### src/rtl/rgb_pwm_pkg.sv
// Shared definitions for the RGB LED PWM controller: register map, store-size
// encodings, CTRL/STATUS bit positions and the store lane helpers.
package rgb_pwm_pkg;

  localparam int unsigned DutyW = 8;

  // Word offsets inside the 16-byte register window (address bits [3:2]).
  typedef enum logic [1:0] {
    RegCtrl     = 2'd0,
    RegPrescale = 2'd1,
    RegDuty     = 2'd2,
    RegStatus   = 2'd3
  } reg_e;

  // funct3 access sizes on the store path.
  typedef enum logic [2:0] {
    SizeByte = 3'b000,
    SizeHalf = 3'b001,
    SizeWord = 3'b010
  } size_e;

  localparam int unsigned CtrlEnableBit   = 0;
  localparam int unsigned StatusCntLsb    = 0;
  localparam int unsigned StatusEnableBit = 8;
  localparam int unsigned StatusBusyBit   = 9;
  localparam int unsigned StatusPeriodLsb = 16;

  // Byte enables for a store; all-zero means the store is dropped
  // (misaligned half/word or an unsupported size).
  function automatic logic [3:0] store_strobe(input logic [2:0] funct3,
                                              input logic [1:0] offs);
    logic [3:0] be;
    be = 4'b0000;
    case (funct3)
      SizeByte: be = 4'b0001 << offs;
      SizeHalf: if (!offs[0]) be = offs[1] ? 4'b1100 : 4'b0011;
      SizeWord: if (offs == 2'b00) be = 4'b1111;
      default:  be = 4'b0000;
    endcase
    return be;
  endfunction

  // Right-aligned store data replicated onto every lane it could target.
  function automatic logic [31:0] store_lanes(input logic [2:0]  funct3,
                                              input logic [31:0] data);
    logic [31:0] lanes;
    case (funct3)
      SizeByte: lanes = {4{data[7:0]}};
      SizeHalf: lanes = {2{data[15:0]}};
      default:  lanes = data;
    endcase
    return lanes;
  endfunction

  function automatic logic [31:0] merge_bytes(input logic [31:0] old_val,
                                              input logic [31:0] new_val,
                                              input logic [3:0]  be);
    logic [31:0] res;
    res = old_val;
    for (int i = 0; i < 4; i++) begin
      if (be[i]) res[8*i +: 8] = new_val[8*i +: 8];
    end
    return res;
  endfunction

endpackage

### src/rtl/rgb_pwm_if.sv
// Data-memory bus slice seen by the RGB PWM controller: store path plus the
// registered load path shared with RAM.
interface rgb_pwm_if;
  logic        write_mem;
  logic [31:0] write_address;
  logic [31:0] write_data;
  logic [2:0]  funct3;
  logic [31:0] read_address;
  logic [31:0] read_data;

  modport master (
    output write_mem, write_address, write_data, funct3, read_address,
    input  read_data
  );

  modport slave (
    input  write_mem, write_address, write_data, funct3, read_address,
    output read_data
  );
endinterface

### src/rtl/pwm_channel.sv
// One PWM colour channel: active duty register with boundary reload (or
// one-step fade when RGB_PWM_FADE_EN is defined), compare, registered pin.
module pwm_channel
  import rgb_pwm_pkg::*;
#(
  parameter bit ACTIVE_LOW = 1'b1
) (
  input  logic             clk,
  input  logic             reset_n,
  input  logic             enable,
  input  logic             boundary,
  input  logic [DutyW-1:0] target,
  input  logic [DutyW-1:0] pwm_cnt,
  output logic             pin,
  output logic             busy
);

  localparam logic [DutyW-1:0] DutyOne = {{(DutyW-1){1'b0}}, 1'b1};

  logic [DutyW-1:0] active_q, active_d;
  logic             pin_q, pin_d;
  logic             on;

  // Active duty only moves at period boundaries so a pulse is never cut short.
  always_comb begin
    active_d = active_q;
    if (!enable) begin
      active_d = target;
    end else if (boundary) begin
`ifdef RGB_PWM_FADE_EN
      if (active_q < target) begin
        active_d = active_q + DutyOne;
      end else if (active_q > target) begin
        active_d = active_q - DutyOne;
      end
`else
      active_d = target;
`endif
    end
  end

  // Compare against the running counter; pin level is registered.
  always_comb begin
    on    = enable && (pwm_cnt < active_q);
    pin_d = on ^ ACTIVE_LOW;
  end

  // Duty and pin state; reset parks the pin at its off level at once.
  always_ff @(posedge clk or negedge reset_n) begin
    if (!reset_n) begin
      active_q <= '0;
      pin_q    <= ACTIVE_LOW;
    end else begin
      active_q <= active_d;
      pin_q    <= pin_d;
    end
  end

  assign pin = pin_q;

`ifdef RGB_PWM_FADE_EN
  assign busy = (active_q != target);
`else
  assign busy = 1'b0;
`endif

endmodule

### src/rtl/rgb_pwm.sv
// Memory-mapped RGB LED PWM controller on the data-memory bus. Holds bus
// decode, CTRL/PRESCALE/DUTY registers, prescaler, PWM counter and period
// count; three pwm_channel instances drive the pins.
// Optional macro RGB_PWM_FADE_EN turns DUTY into a fade target.
module rgb_pwm
  import rgb_pwm_pkg::*;
#(
  parameter logic [31:0] BASE_ADDR  = 32'h0000_2000,
  parameter bit          ACTIVE_LOW = 1'b1
) (
  input  logic     clk,
  input  logic     reset_n,
  rgb_pwm_if.slave bus,
  output logic     red,
  output logic     green,
  output logic     blue
);

  // Store decode
  logic        wr_in_win;
  logic        wr_en;
  logic        presc_store;
  logic [3:0]  wr_be;
  logic [31:0] wr_lanes;
  reg_e        wr_reg;

  assign wr_in_win   = (bus.write_address[31:4] == BASE_ADDR[31:4]);
  assign wr_be       = store_strobe(bus.funct3, bus.write_address[1:0]);
  assign wr_lanes    = store_lanes(bus.funct3, bus.write_data);
  assign wr_reg      = reg_e'(bus.write_address[3:2]);
  assign wr_en       = bus.write_mem && wr_in_win && (wr_be != 4'b0000);
  assign presc_store = wr_en && (wr_reg == RegPrescale);

  // Registers
  logic        enable_q, enable_d;
  logic [15:0] prescale_q, prescale_d;
  logic [23:0] duty_q, duty_d;
  logic [15:0] prescale_merged;
  logic [23:0] duty_merged;
  logic [15:0] unused_presc_hi;
  logic [7:0]  unused_duty_hi;

  // Lanes above the implemented register width are simply dropped.
  assign {unused_presc_hi, prescale_merged} =
      merge_bytes({16'h0000, prescale_q}, wr_lanes, wr_be);
  assign {unused_duty_hi, duty_merged} = merge_bytes({8'h00, duty_q}, wr_lanes, wr_be);

  // Register writes from accepted stores.
  always_comb begin
    enable_d   = enable_q;
    prescale_d = prescale_q;
    duty_d     = duty_q;
    if (wr_en) begin
      unique case (wr_reg)
        RegCtrl:     if (wr_be[0]) enable_d = wr_lanes[CtrlEnableBit];
        RegPrescale: prescale_d = prescale_merged;
        RegDuty:     duty_d = duty_merged;
        RegStatus:   ;
        default:     ;
      endcase
    end
  end

  // Counters
  logic [15:0] presc_cnt_q, presc_cnt_d;
  logic [7:0]  pwm_cnt_q, pwm_cnt_d;
  logic [15:0] period_q, period_d;
  logic        tick;
  logic        boundary;

  assign tick     = enable_q && (presc_cnt_q == prescale_q);
  assign boundary = tick && (pwm_cnt_q == 8'hFF);

  // Prescaler, PWM counter and period count; disabled holds both counters at
  // zero so re-enabling always starts a fresh period.
  always_comb begin
    presc_cnt_d = presc_cnt_q + 16'd1;
    pwm_cnt_d   = pwm_cnt_q;
    period_d    = period_q;
    if (!enable_q) begin
      presc_cnt_d = '0;
      pwm_cnt_d   = '0;
    end else begin
      if (tick || presc_store) presc_cnt_d = '0;
      if (tick) pwm_cnt_d = pwm_cnt_q + 8'd1;
      if (boundary) period_d = period_q + 16'd1;
    end
  end

  // Channels
  logic busy_r, busy_g, busy_b;

  pwm_channel #(.ACTIVE_LOW(ACTIVE_LOW)) u_red (
    .clk      (clk),
    .reset_n  (reset_n),
    .enable   (enable_q),
    .boundary (boundary),
    .target   (duty_q[7:0]),
    .pwm_cnt  (pwm_cnt_q),
    .pin      (red),
    .busy     (busy_r)
  );

  pwm_channel #(.ACTIVE_LOW(ACTIVE_LOW)) u_green (
    .clk      (clk),
    .reset_n  (reset_n),
    .enable   (enable_q),
    .boundary (boundary),
    .target   (duty_q[15:8]),
    .pwm_cnt  (pwm_cnt_q),
    .pin      (green),
    .busy     (busy_g)
  );

  pwm_channel #(.ACTIVE_LOW(ACTIVE_LOW)) u_blue (
    .clk      (clk),
    .reset_n  (reset_n),
    .enable   (enable_q),
    .boundary (boundary),
    .target   (duty_q[23:16]),
    .pwm_cnt  (pwm_cnt_q),
    .pin      (blue),
    .busy     (busy_b)
  );

  // Load path
  logic        rd_in_win;
  logic [31:0] status_word;
  logic [31:0] read_data_q, read_data_d;
  logic [1:0]  unused_rd_lsb;

  assign rd_in_win     = (bus.read_address[31:4] == BASE_ADDR[31:4]);
  assign unused_rd_lsb = bus.read_address[1:0];

  // Register read mux; anything outside the window reads zero.
  always_comb begin
    status_word = '0;
    status_word[StatusCntLsb +: 8]     = pwm_cnt_q;
    status_word[StatusEnableBit]       = enable_q;
    status_word[StatusBusyBit]         = busy_r | busy_g | busy_b;
    status_word[StatusPeriodLsb +: 16] = period_q;

    read_data_d = '0;
    if (rd_in_win) begin
      unique case (reg_e'(bus.read_address[3:2]))
        RegCtrl:     read_data_d = {31'b0, enable_q};
        RegPrescale: read_data_d = {16'b0, prescale_q};
        RegDuty:     read_data_d = {8'b0, duty_q};
        RegStatus:   read_data_d = status_word;
        default:     read_data_d = '0;
      endcase
    end
  end

  // All architectural state.
  always_ff @(posedge clk or negedge reset_n) begin
    if (!reset_n) begin
      enable_q    <= 1'b0;
      prescale_q  <= '0;
      duty_q      <= '0;
      presc_cnt_q <= '0;
      pwm_cnt_q   <= '0;
      period_q    <= '0;
      read_data_q <= '0;
    end else begin
      enable_q    <= enable_d;
      prescale_q  <= prescale_d;
      duty_q      <= duty_d;
      presc_cnt_q <= presc_cnt_d;
      pwm_cnt_q   <= pwm_cnt_d;
      period_q    <= period_d;
      read_data_q <= read_data_d;
    end
  end

  assign bus.read_data = read_data_q;

endmodule

### src/flat_wrapper.sv
// flat-port wrapper written by rule: the top's interface ports become plain ports
module rgb_pwm_flat import rgb_pwm_pkg::*;
#(
  parameter logic [31:0] BASE_ADDR  = 32'h0000_2000,
  parameter bit          ACTIVE_LOW = 1'b1
)
  (clk, reset_n, red, green, blue, bus_write_mem, bus_write_address, bus_write_data, bus_funct3, bus_read_address, bus_read_data);
  rgb_pwm_if bus_i ();
  input  logic clk;
  input  logic reset_n;
  output logic red;
  output logic green;
  output logic blue;
  input wire logic [$bits(bus_i.write_mem)-1:0] bus_write_mem;
  input wire logic [$bits(bus_i.write_address)-1:0] bus_write_address;
  input wire logic [$bits(bus_i.write_data)-1:0] bus_write_data;
  input wire logic [$bits(bus_i.funct3)-1:0] bus_funct3;
  input wire logic [$bits(bus_i.read_address)-1:0] bus_read_address;
  output wire logic [$bits(bus_i.read_data)-1:0] bus_read_data;
  assign bus_i.write_mem = bus_write_mem;
  assign bus_i.write_address = bus_write_address;
  assign bus_i.write_data = bus_write_data;
  assign bus_i.funct3 = bus_funct3;
  assign bus_i.read_address = bus_read_address;
  assign bus_read_data = bus_i.read_data;
  rgb_pwm #(.BASE_ADDR(BASE_ADDR), .ACTIVE_LOW(ACTIVE_LOW)) u_core (.clk(clk), .reset_n(reset_n), .bus(bus_i), .red(red), .green(green), .blue(blue));
endmodule
### config.mk
export PLATFORM = sky130hd
export DESIGN_NAME = rgb_pwm_flat
export DESIGN_NICKNAME = d
export VERILOG_FILES = /design/src/rtl/rgb_pwm_pkg.sv /design/src/rtl/rgb_pwm_if.sv /design/src/rtl/pwm_channel.sv /design/src/rtl/rgb_pwm.sv /design/src/flat_wrapper.sv
export SDC_FILE = /design/constraint.sdc
export NUM_CORES = 1
export LEC_CHECK = 0
export ABC_AREA = 0
export BUFFER_PORTS_ARGS = -buffer_cell sky130_fd_sc_hd__buf_2
export CAP_MARGIN = 5
export CORE_UTILIZATION = 60
export CTS_BUF_LIST = sky130_fd_sc_hd__clkbuf_4
export CTS_CLUSTER_SIZE = 12
export DETAILED_ROUTE_END_ITERATION = 8
export HOLD_SLACK_MARGIN = 0.02
export PLACE_DENSITY = 0.9
export SYNTH_ARGS = -nofsm -noshare
export SYNTH_HDL_FRONTEND = slang
export SYNTH_SLANG_ARGS = --single-unit
### constraint.sdc
create_clock -name clk -period 4.1 [get_ports clk]
set_input_delay 0.615 -clock clk [delete_from_list [all_inputs] [get_ports clk]]
set_output_delay 0.615 -clock clk [all_outputs]
set_load 0.05 [all_outputs]
== After elaboration in Yosys (flattened, before gate mapping) ==
Index checks and enable logic that the tools add are counted.
Storage, ports and cells
  flip-flop bits (word level): 140
  bits in latches: 0
  RAM bits: 0
  ROM bits: 0
  input port bits: 102
  output and inout port bits: 35
  logic and storage cells: 77
  memories: 0
Cells by class
  $add $sub $neg: 3
  multipliers: 0
  divide/modulo/power cells: 0
  order comparisons: 3
  equal/unequal tests: 13
  shift-type cells: 1
  muxes and demuxes: 17
  bitwise operators: 3
  reductions and logical operators: 21
Operators by type and width (number)
  case mux 32 bit (4 select lines): 1
  2-to-1 mux 8 bit: 8
  equality test 28 x 10 -> 1 bit, second input constant: 2
  case mux 24 bit (2 select lines): 1
  adder 16 x 1 -> 16 bit, second input constant: 2
  2-to-1 mux 16 bit: 2
  2-to-1 mux 32 bit: 1
  less-than comparator 8 bit: 3
  AND reduction 3 bit: 6
  equality test 16 bit: 1
  2-to-1 mux 4 bit: 3
  case mux 4 bit (3 select lines): 1
  adder 8 x 1 -> 8 bit, second input constant: 1
  equality test 8 bit, second input constant: 1
  logical AND 1 bit: 8
  equality test 2 bit, second input constant: 3
  logical NOT 2 bit: 3
  equality test 2 x 1 -> 1 bit, second input constant: 2
  inequality test 2 bit, second input constant: 2
  nonzero test 4 bit: 1
  << shifter 1 x 2 -> 4 bit, first input constant: 1
  equality test 3 x 1 -> 1 bit, second input constant: 1
  equality test 3 x 2 -> 1 bit, second input constant: 1
  logical NOT 3 bit: 1
  3 further kinds: 5

== Longest topological paths before layout ==
  word-level depth: 9
  depth in mapped cells: 8
  depth with buffers taken out: 6

== Cells and area by module ==
Synthesis repeated with hierarchy kept, for this count alone.
Second synthesis, totals
  cells, all modules: 621
  area total of the unflattened synthesis: 6993.0 um2
By module, submodules not included
  rgb_pwm: instances 1, cells each 468, area each 5469.0 um2, sequential area each 2827.7 um2
  pwm_channel: instances 3, cells each 51, area each 508.0 um2, sequential area each 226.5 um2

== Least setup slack after synthesis ==
No wires, ideal clock.
  path type: input to register
  start: input bus_write_address[15]
  end: register u_core.prescale_q[0]
  setup time: 0.125 ns
  data arrival time: 2.166 ns
  required time: 3.975 ns
  slack: 1.809 ns
  stages on the path: 6
  buffers on the path: 1
  cells stage by stage: nor4b_1 -> nand4_1 -> or4_4 -> nor2b_1 -> buf_2 -> mux2_2
Between the ends
  longest elaborated chain between the ends: 4
RTL lines
  from (decl): line flat_wrapper.sv:15  | input wire logic [$bits(bus_i.write_address)-1:0] bus_write_address;
  equality test 28 x 10 -> 1 bit: line rgb_pwm.sv:27  | assign wr_in_win = (bus.write_address[31:4] == BASE_ADDR[31:4]);
  logical AND 1 bit (2 in a row): line rgb_pwm.sv:31  | assign wr_en = bus.write_mem && wr_in_win && (wr_be != 4'b0000);
  AND reduction 3 bit (no source line)
  to (signal assigned): line rgb_pwm.sv:167  | prescale_q <= prescale_d;
  to (decl): line rgb_pwm.sv:36  | logic [15:0] prescale_q, prescale_d;
No other way between the ends.
A chain may end at the register's enable or synchronous reset.

== Worst setup path after layout ==
  start: register u_core.prescale_q[8]
  end: register u_core.u_blue.active_q[2]
Between the ends
  longest elaborated chain between the ends: 4
RTL lines
  equality test 16 bit: line rgb_pwm.sv:71  | assign tick = enable_q && (presc_cnt_q == prescale_q);
  logical AND 1 bit: line rgb_pwm.sv:71
  logical AND 1 bit: line rgb_pwm.sv:72  | assign boundary = tick && (pwm_cnt_q == 8'hFF);
  inequality test 2 bit (no source line)
  to (signal assigned): line pwm_channel.sv:54  | active_q <= active_d;
  to (decl): line pwm_channel.sv:20  | logic [DutyW-1:0] active_q, active_d;
No other way between the ends.

==> out/metrics.yaml <==
synth_edf_count: 0
die_h_um: 109
syn_nets: 727
critPathMaxStageDelay_ns: 0.95
start_util_pct: 62.4
required_ns: 4.55
seq_area_frac_synth_pct: 50.9
syn-cell-area_sq_um: 6890
max_cap_violations: 0
stdcell_area_sq_um: 7950
dieArea_sq_um: 11900
clk_pin_slew_ns: 0.11
max_freq_mhz: 361
hpwl_um: 11900
routedWlPerCell_um: 19.9
worst_pin_slew_ns: 1.19
cp-start-kind: "register"
place_congestion: 0.921
final_common_cell: "dfrtp_1"
hold_buffers: 0
syn_to_final_growth_pct: 15.4
avgViaCountPerCell: 6.17
peakVddDrop_mv: 0.215
maxSlewViolCount: 0
drtIter0Drc: 471
tns_ns: 0
cts_resized: 0
drtAntennaViolNets: 0
path_cells: "xor2_1 > nor4_1 > nand4_1 > buf_4 > o21a_1 > mux2_2"
rows: 38
place_area_sq_um: 7610
cts_tree: "done"
pin_count: 137
diodes: 0
p_leak_nw: 4.00
clock-sinks: 140
drc: 0
worst_slew_margin_rel_pct: 20.3
synth.distinct_cells: 44
grt_use_total_pct: 31.8
syn_inst: 601
firstDrtPassIters: 5
overflow: 0
routed_wirelength_um: 17500
fin_crit_ns: 2.77
grt_pass1_wl_um: 27700
clock_power_share_pct: 41.2
layout_common_cells: "dfrtp_1, buf_2, mux2_2"
yosys_most_used_dff: "dfrtp_1"
hold_class: "input pin to asynchronous set/reset pin"
p_seq_share_pct: 53.8
cts_buffers: 17
grt_max_degree: 109
end_kind: "register"
cts_setup_buffers: 0
fill_cells: 718
cts_buffer_depth: 2
fin_crit_sh_pct: 67.5
clk_latency_ns: 0.57
synth_seq_cells: 140
worst-path-max-fanout: 31
drive_above_1_share_pct: 34.3
portBuffers: 126
hold_viol: 0
p_sw_share_pct: 23.0
avgSynthCellArea_sq_um: 11.5
root_buffer: "clkbuf_4"
p_per_area_nw_per_um2: 323
cp.arrival_ns: 3.22
vias: 5426
power.switching_w: 0.000590
fin_skew_ns: 0.0191
grt_pass1_vias: 5565
htreeDepth: 4
outcome: "finished clean"
crit_slowest_cell: "o21a_1"
synth_warnings: 0
coreArea_sq_um: 11000
antenna_found_initial: 0
critPathKind: "register to register"
rsz0062_at_grt: "false"
combPwrFrac_pct: 5.0
setup_viol: 0
p_int_w: 0.00198
nNetsFinal: 853
die_width_um: 109
async_reset_ff_share_pct: 100
## final timing paths
check | start | endpoint | slack (ns) | cells past startpoint
max | u_core.prescale_q[8]$_DFFE_PN0P_ | u_core.u_blue.active_q[2]$_DFFE_PN0P_ | 1.33 | 6
max in group asynchronous | reset_n | u_core.u_green.pin$_DFF_PN1_ | 3.09 | 2
max reg2reg | u_core.prescale_q[8]$_DFFE_PN0P_ | u_core.u_blue.active_q[2]$_DFFE_PN0P_ | 1.33 | 6
min in group clk | bus_write_data[1] | u_core.duty_q[1]$_DFFE_PN0P_ | 0.39 | 2
min reg2reg | u_core.period_q[15]$_DFFE_PN0P_ | u_core.period_q[15]$_DFFE_PN0P_ | 0.48 | 1
min | reset_n | u_core.bus.read_data[18]$_DFF_PN0_ | 0.16 | 1
## area by class of cell
| type | count | area (sq um) | area share [%] |
|---|---|---|---|
| timing repair buffer | 129 | 659 | 8.30 |
| clock buffer | 18 | 135 | 1.70 |
| sequential | 140 | 3510 | 44.1 |
| clock inverter | 14 | 200 | 2.52 |
| multi-input combinational | 409 | 3160 | 39.7 |
| inverter | 30 | 113 | 1.42 |
| tap | 140 | 175 | 2.20 |
## power groups by stage
stage / combinational [W] / clock, W / sequential (W)
after global placement: 0.000124 / 0 / 0.00141
final: 0.000129 / 0.00106 / 0.00138
after detailed placement: 0.000128 / 0 / 0.00141
after floorplan: 0.0000386 / 0 / 0.00141
after CTS: 0.000130 / 0.00106 / 0.00138
after global routing: 0.000142 / 0.00112 / 0.00138
## flip-flops by register name (all words and copies together) (netlist names), 8 cells and up
register and flops:
u_core.bus.read_data 32, u_core.pwm_cnt_q 8, u_core.period_q 16, u_core.duty_q 24
u_core.prescale_q 16, u_core.u_blue.active_q 8, u_core.presc_cnt_q 16, u_core.u_red.active_q 8
u_core.u_green.active_q 8
## routing by layer
| layer | GRT usage [%] | vias up | part of all wire (%) |
|---|---|---|---|
| met5 | 0 | - | 0 |
| met4 | 17.8 | 0 | 4.3 |
| met3 | 6.75 | 68 | 6.4 |
| met2 | 51.5 | 282 | 50 |
| met1 | 39.7 | 2692 | 40 |
| li1 | - | 2384 | - |
## worst max-delay path, delay by kind of cell, from the launching register on
kind                      cells  cell delay (ns)
xor gates and xnor gates      1             0.23
and+or+nand+nor               2             0.22
AOI/OAI and AO/OA             1             0.95
muxes                         1             0.42
buffers and inverters         1             0.35
DFF                           1             0.45
## Yosys cell counts (all sizes together) (5+ instances only)
master	instances	share of area, %
o21ai	6	0.44
mux2i	18	2.6
nand3	20	1.7
clkbuf	11	0.60
xnor2	6	0.76
a22oi	7	0.76
a21oi	18	1.3
mux2	82	13
inv	30	1.6
buf	11	0.94
or4	7	0.82
nor2	61	3.3
o21a	5	0.55
ha	24	4.4
dfrtp	137	50
nand4	9	0.82
nor3	15	1.2
and3	11	1.0
nand2	16	0.87
nor4	24	2.2
xor2	41	5.2
nor2b	8	0.73
## kinds of logic (layout without fill, tap and decap cells)
logic type	count (synthesis)	in the layout	synth area share (%)
flip-flops	140	140	50.9
XOR/XNOR	47	47	5.98
AO/OA/AOI/OAI	50	50	4.96
AND/OR/NAND/NOR	187	187	14.2
multiplexers	101	101	16.4
buffers and inverters	52	191	3.18
adder cells (fa/ha/maj)	24	24	4.36
## per-stage QoR
stage | setup slack, ns | hold slack [ns] | total power [W] | instances | util (%)
2_1_floorplan | 1.81 | 0.319 | 0.00145 | 601 | -
3_3_place_gp | 1.16 | 0.451 | 0.00153 | 848 | 69.0
3_5_place_dp | 1.06 | 0.464 | 0.00154 | 848 | 69.0
4_1_cts | 1.38 | 0.185 | 0.00257 | 880 | 72.1
5_1_grt | 1.20 | 0.218 | 0.00264 | 880 | 72.1
6_report | 1.33 | 0.158 | 0.00257 | 880 | 72.1
No activity file was read; power rests on OpenSTA's default activity.
